--- src/rtl/add_pkg.sv ---
// Shared types and constants for the streaming accumulator: FSM states,
// beat-counter width and the clamp limits used by the saturating adder.
package add_pkg;

    typedef enum logic [1:0] {
        IDLE,
        ACCUM,
        HOLD
    } state_t;

    localparam int COUNT_W = 16;

    // Limits come back as a bit pattern in the low `width` bits; callers truncate.
    function automatic logic [63:0] max_val(input int width, input bit is_signed);
        logic [63:0] one;
        one = 64'd1;
        if (is_signed)
            return (one << (width - 1)) - one;
        if (width >= 64)
            return '1;
        return (one << width) - one;
    endfunction

    function automatic logic [63:0] min_val(input int width, input bit is_signed);
        logic [63:0] one;
        one = 64'd1;
        if (is_signed)
            return one << (width - 1);
        return '0;
    endfunction

endpackage

--- src/rtl/sat_add.sv ---
// Combinational ACCWIDTH-bit adder with overflow detection and optional
// clamping to the representable range of the chosen signedness.
module sat_add
    import add_pkg::*;
#(
    parameter int ACCWIDTH = 16,
    parameter int SIGNED   = 0,
    parameter int SATURATE = 0
) (
    input  logic [ACCWIDTH-1:0] a,
    input  logic [ACCWIDTH-1:0] b,
    output logic [ACCWIDTH-1:0] sum,
    output logic                ovf
);

    localparam logic [ACCWIDTH-1:0] MAX_V = ACCWIDTH'(max_val(ACCWIDTH, SIGNED != 0));
    localparam logic [ACCWIDTH-1:0] MIN_V = ACCWIDTH'(min_val(ACCWIDTH, SIGNED != 0));
    localparam int MSB = ACCWIDTH - 1;

    logic [ACCWIDTH:0]   full;
    logic [ACCWIDTH-1:0] raw;

    assign full = {1'b0, a} + {1'b0, b};
    assign raw  = full[ACCWIDTH-1:0];

    // A signed overflow can only go toward the sign both operands share,
    // so the sign of `a` picks which limit to clamp to.
    always_comb begin
        if (SIGNED != 0)
            ovf = (a[MSB] == b[MSB]) && (raw[MSB] != a[MSB]);
        else
            ovf = full[ACCWIDTH];
        sum = raw;
        if ((SATURATE != 0) && ovf)
            sum = ((SIGNED != 0) && a[MSB]) ? MIN_V : MAX_V;
    end

endmodule

--- src/rtl/add_accum.sv ---
// Streaming packet accumulator: sums the operands of each valid/ready packet
// and presents sum, beat count and sticky overflow on a valid/ready output.
module add_accum
    import add_pkg::*;
#(
    parameter int DATAWIDTH = 8,
    parameter int ACCWIDTH  = 16,
    parameter int SIGNED    = 0,
    parameter int SATURATE  = 0
) (
    input  logic                 Clk,
    input  logic                 Rst,
    input  logic                 in_valid,
    output logic                 in_ready,
    input  logic [DATAWIDTH-1:0] in_data,
    input  logic                 in_last,
    output logic                 out_valid,
    input  logic                 out_ready,
    output logic [ACCWIDTH-1:0]  out_sum,
    output logic [COUNT_W-1:0]   out_count,
    output logic                 out_ovf
);

    state_t               state;
    logic [ACCWIDTH-1:0]  acc;
    logic [ACCWIDTH-1:0]  ext_data;
    logic [ACCWIDTH-1:0]  step_sum;
    logic [ACCWIDTH-1:0]  nxt_acc;
    logic [COUNT_W-1:0]   cnt;
    logic [COUNT_W-1:0]   nxt_cnt;
    logic                 ovf_acc;
    logic                 step_ovf;
    logic                 nxt_ovf;
    logic                 accept;

    assign in_ready = Rst && (state != HOLD);
    assign accept   = in_valid && in_ready;

    if (SIGNED != 0) begin : g_sext
        assign ext_data = ACCWIDTH'($signed(in_data));
    end else begin : g_zext
        assign ext_data = ACCWIDTH'(in_data);
    end

    sat_add #(
        .ACCWIDTH (ACCWIDTH),
        .SIGNED   (SIGNED),
        .SATURATE (SATURATE)
    ) u_sat_add (
        .a   (acc),
        .b   (ext_data),
        .sum (step_sum),
        .ovf (step_ovf)
    );

    // The first beat of a packet restarts the running values instead of adding.
    always_comb begin
        if (state == IDLE) begin
            nxt_acc = ext_data;
            nxt_cnt = COUNT_W'(1);
            nxt_ovf = 1'b0;
        end else begin
            nxt_acc = step_sum;
            nxt_cnt = (cnt == '1) ? cnt : cnt + COUNT_W'(1);
            nxt_ovf = ovf_acc | step_ovf;
        end
    end

    always_ff @(posedge Clk or negedge Rst) begin
        if (!Rst) begin
            state     <= IDLE;
            acc       <= '0;
            cnt       <= '0;
            ovf_acc   <= 1'b0;
            out_valid <= 1'b0;
            out_sum   <= '0;
            out_count <= '0;
            out_ovf   <= 1'b0;
        end else begin
            case (state)
                IDLE, ACCUM: begin
                    if (accept) begin
                        acc     <= nxt_acc;
                        cnt     <= nxt_cnt;
                        ovf_acc <= nxt_ovf;
                        if (in_last) begin
                            out_sum   <= nxt_acc;
                            out_count <= nxt_cnt;
                            out_ovf   <= nxt_ovf;
                            out_valid <= 1'b1;
                            state     <= HOLD;
                        end else begin
                            state <= ACCUM;
                        end
                    end
                end
                HOLD: begin
                    if (out_ready) begin
                        out_valid <= 1'b0;
                        state     <= IDLE;
                    end
                end
                default: state <= IDLE;
            endcase
        end
    end

endmodule

--- config.mk ---
export PLATFORM = sky130hd
export DESIGN_NAME = add_accum
export DESIGN_NICKNAME = d
export VERILOG_FILES = /design/src/rtl/add_pkg.sv /design/src/rtl/sat_add.sv /design/src/rtl/add_accum.sv
export SDC_FILE = /design/constraint.sdc
export NUM_CORES = 1
export LEC_CHECK = 0
export BUFFER_PORTS_ARGS = -buffer_cell sky130_fd_sc_hd__buf_4
export CAP_MARGIN = 20
export CORE_ASPECT_RATIO = 0.9
export CORE_MARGIN = 4
export CORE_UTILIZATION = 40
export DETAILED_ROUTE_END_ITERATION = 8
export PLACE_DENSITY = 0.67
export SLEW_MARGIN = 15
export SYNTH_ARGS = -nofsm -noshare
export SYNTH_HDL_FRONTEND = slang
export SYNTH_HIERARCHICAL = 1
export SYNTH_SLANG_ARGS = --single-unit
--- constraint.sdc ---
create_clock -name Clk -period 4.4 [get_ports Clk]
set_input_delay 0.44 -clock Clk [delete_from_list [all_inputs] [get_ports Clk]]
set_output_delay 0.44 -clock Clk [all_outputs]
set_load 0.05 [all_outputs]
==> results.sh <==
export IMPL_grt_pass1_vias=3397
export IMPL_drive_gt1_frac=0.157
export IMPL_p_sw_frac=0.430
export IMPL_p_comb_frac=0.468
export IMPL_p_leak_nw=2.24
export IMPL_synth_distinct_cells=67
export IMPL_placedCellCount=609
export IMPL_slew_headroom=0.465
export IMPL_cts_sinks=69
export IMPL_rows=34
export IMPL_power_frac_clock=0.224
export IMPL_syn_area_per_cell_um2=8.99
export IMPL_final_util=0.492
export IMPL_cts_resized=0
export IMPL_critical_path_class="flip-flop to flip-flop"
export IMPL_instances_no_fill=624
export IMPL_ioPinCount=48
export IMPL_holdBufCountCts=0
export IMPL_start_kind="flip-flop"
export IMPL_cap_violations=0
export IMPL_areaGrowthSynthToFinish_pct=18.2
export IMPL_synth_edf_count=0
export IMPL_grt_usage=0.171
export IMPL_cp_arrival_ns=2.71
export IMPL_crit_path_end_kind="flip-flop"
export IMPL_crit_fanout=3
export IMPL_drc_errors=0
export IMPL_die_x_um=114
export IMPL_initial_utilization=0.416
export IMPL_cellPowerDensity_mw_per_mm2=653
export IMPL_routed_wl_um=9790
export IMPL_vdd_ir_drop_max_mv=0.504
export IMPL_wl_per_cell_um=15.7
export IMPL_clk_latency_ns=0.33
export IMPL_p_sw_mw=1.35
export IMPL_clk_path_buf_depth=2
export IMPL_path_clk_slew_ns=0.06
export IMPL_hp_class="primary input to asynchronous set/reset pin"
export IMPL_cts_tree="yes"
export IMPL_syn_area_mm2=0.00407
export IMPL_ys_async_sr_fraction=1.00
export IMPL_yosysSeqAreaShare=0.424
export IMPL_grt_pass1_wl_um=16600
export IMPL_drt_iter0_markers=329
export IMPL_root_buffer="clkbuf_16"
export IMPL_antenna_found_initial=0
export IMPL_grt_max_degree=47
export IMPL_rsz0062_at_grt="false"
export IMPL_status="completed"
export IMPL_gp_congestion=0.900
export IMPL_hold_violations=0
export IMPL_port_buffers=47
export IMPL_fin_nets=526
export IMPL_worst_pin_slew_ns=0.798
export IMPL_synth_ff_type="dfrtp_1"
export IMPL_internal_power_mw=1.79
export IMPL_whs_ns=0.0313
export IMPL_fin_skew_ns=0.00553
export IMPL_slew_violations=0
export IMPL_gr_total_overflow=0
export IMPL_synthCells=453
export IMPL_synth_seq_cells=69
export IMPL_max_freq_mhz=400
export IMPL_pwr_share_seq=0.308
export IMPL_antenna_cells=0
export IMPL_timing_final_crit_share=0.569
export IMPL_core_area_mm2=0.00978
export IMPL_vias_per_cell=5.65
export IMPL_die_area_mm2=0.0119
export IMPL_setup_violations=0
export IMPL_period_needed_ns=2.50
export IMPL_cts_htree_levels=3
export IMPL_setup_tns_final_ns=0
export IMPL_dr_pass1_iters=4
export IMPL_worst_slack_ns=1.90
export IMPL_cts_setup_buffers=0
export IMPL_cts_buffers=9
export IMPL_die_y_um=104
export IMPL_detailed_place_hpwl_um=6920
export IMPL_yosysWarningCount=6
export IMPL_pre_cts_slack_ns=1.76
export IMPL_cp_required_ns=4.61
export IMPL_vias=3525
export IMPL_ant_nets=0
-- cells in the mapped netlist (3+ instances only) --
| library cell | count | share of area |
|---|---|---|
| a211oi_1 | 4 | 0.0074 |
| a21o_1 | 10 | 0.018 |
| a21oi_1 | 25 | 0.031 |
| a31oi_1 | 6 | 0.0092 |
| and3_1 | 7 | 0.011 |
| buf_2 | 11 | 0.014 |
| clkbuf_1 | 17 | 0.016 |
| dfrtp_1 | 69 | 0.42 |
| ha_1 | 17 | 0.052 |
| inv_1 | 11 | 0.010 |
| mux2i_1 | 11 | 0.027 |
| nand2_1 | 72 | 0.066 |
| nand3_1 | 11 | 0.014 |
| nand4_1 | 5 | 0.0077 |
| nor2_1 | 15 | 0.014 |
| nor2b_1 | 3 | 0.0046 |
| nor3_1 | 10 | 0.012 |
| nor4_1 | 7 | 0.011 |
| o211ai_1 | 6 | 0.011 |
| o21ai_0 | 56 | 0.069 |
| o21ai_1 | 6 | 0.0074 |
| o31ai_1 | 3 | 0.0055 |
| or4_1 | 3 | 0.0055 |
| xnor2_1 | 7 | 0.015 |
| xor2_1 | 5 | 0.011 |
-- power by group through the flow --
| stage | logic [mW] | registers, mW | clock network (mW) |
|---|---|---|---|
| 2_1_floorplan | 0.792 | 1.27 | 0 |
| 3_3_place_gp | 1.43 | 0.968 | 0 |
| 3_5_place_dp | 1.45 | 0.977 | 0 |
| 4_1_cts | 1.46 | 0.970 | 0.723 |
| 5_1_grt | 1.61 | 0.998 | 0.752 |
| 6_report | 1.47 | 0.968 | 0.705 |
-- worst paths after layout --
kind | from | to | slack, ns | depth (start not counted)
worst max-delay path | acc[0]$_DFFE_PN0P_ | out_ovf$_DFFE_PN0P_ | 1.90 | 9
max in group asynchronous | Rst | out_sum[15]$_DFFE_PN0P_ | 3.44 | 2
worst min register to register | out_sum[15]$_DFFE_PN0P_ | out_sum[15]$_DFFE_PN0P_ | 0.48 | 2
worst max register to register | acc[0]$_DFFE_PN0P_ | out_ovf$_DFFE_PN0P_ | 1.90 | 9
worst min-delay path | Rst | acc[8]$_DFFE_PN0P_ | 0.03 | 1
min in group Clk | out_ready | state[1]$_DFFE_PN0P_ | 0.31 | 2
-- placed cells by master, fill, tap and decap left out, types with 7 or more instances in the layout --
cell type,count
o21ai_0,56
nand3_1,11
clkbuf_16,9
conb_1,8
a21o_1,10
dfrtp_1,69
nor2_1,15
a21oi_1,25
nand2_1,72
nor3_1,10
mux2i_1,11
inv_1,11
and3_1,7
buf_4,55
xnor2_1,7
nor4_1,7
ha_1,17
-- cell type report --
class	count	area, um^2
Inverter	11	41.3
Clock buffer	12	246
Timing Repair Buffer	55	413
Multi-Input combinational cell	349	2190
Fill cell	922	4970
Clock inverter	2	35.0
Tap cell	126	158
Sequential cell	69	1730
-- critical path: stages (launching register included) --
cell      delay (ns)
dfrtp_1         0.38
ha_1            0.24
fa_1            0.41
a21o_1          0.22
a221oi_2        0.40
o21ai_2         0.16
a21oi_2         0.18
o21ai_0         0.13
o21ai_0         0.18
o21ai_0         0.09
-- metrics by stage --
stage                     area [um^2]  power (mW)
final                            4810        3.14
after global routing             4810        3.36
after CTS                        4810        3.15
after detailed placement         4520        2.43
after global placement           4520        2.40
after floorplan                  4100        2.06
-- state kept, by name, summed over array words and instances (netlist names) --
register,count
acc,16
cnt,16
out_count,16
out_ovf,1
out_sum,16
out_valid,1
ovf_acc,1
state,2
-- logic make-up after synthesis --
family	Yosys count	share of synthesized area
AND/OR/NAND/NOR	152	0.190
XOR/XNOR	12	0.0258
flip-flops	69	0.424
multiplexers	11	0.0270
other	1	0.000921
AO/OA/AOI/OAI	148	0.232
adder cells (fa/ha/maj)	18	0.0571
buffers and inverters	42	0.0439
-- layer usage --
metal / share of wire / GRT usage
met1: 0.50 / 0.247
met5: 0 / 0
met2: 0.44 / 0.251
met4: 0.011 / 0.0416
met3: 0.046 / 0.0490
Power figures use the tool's default switching activity.
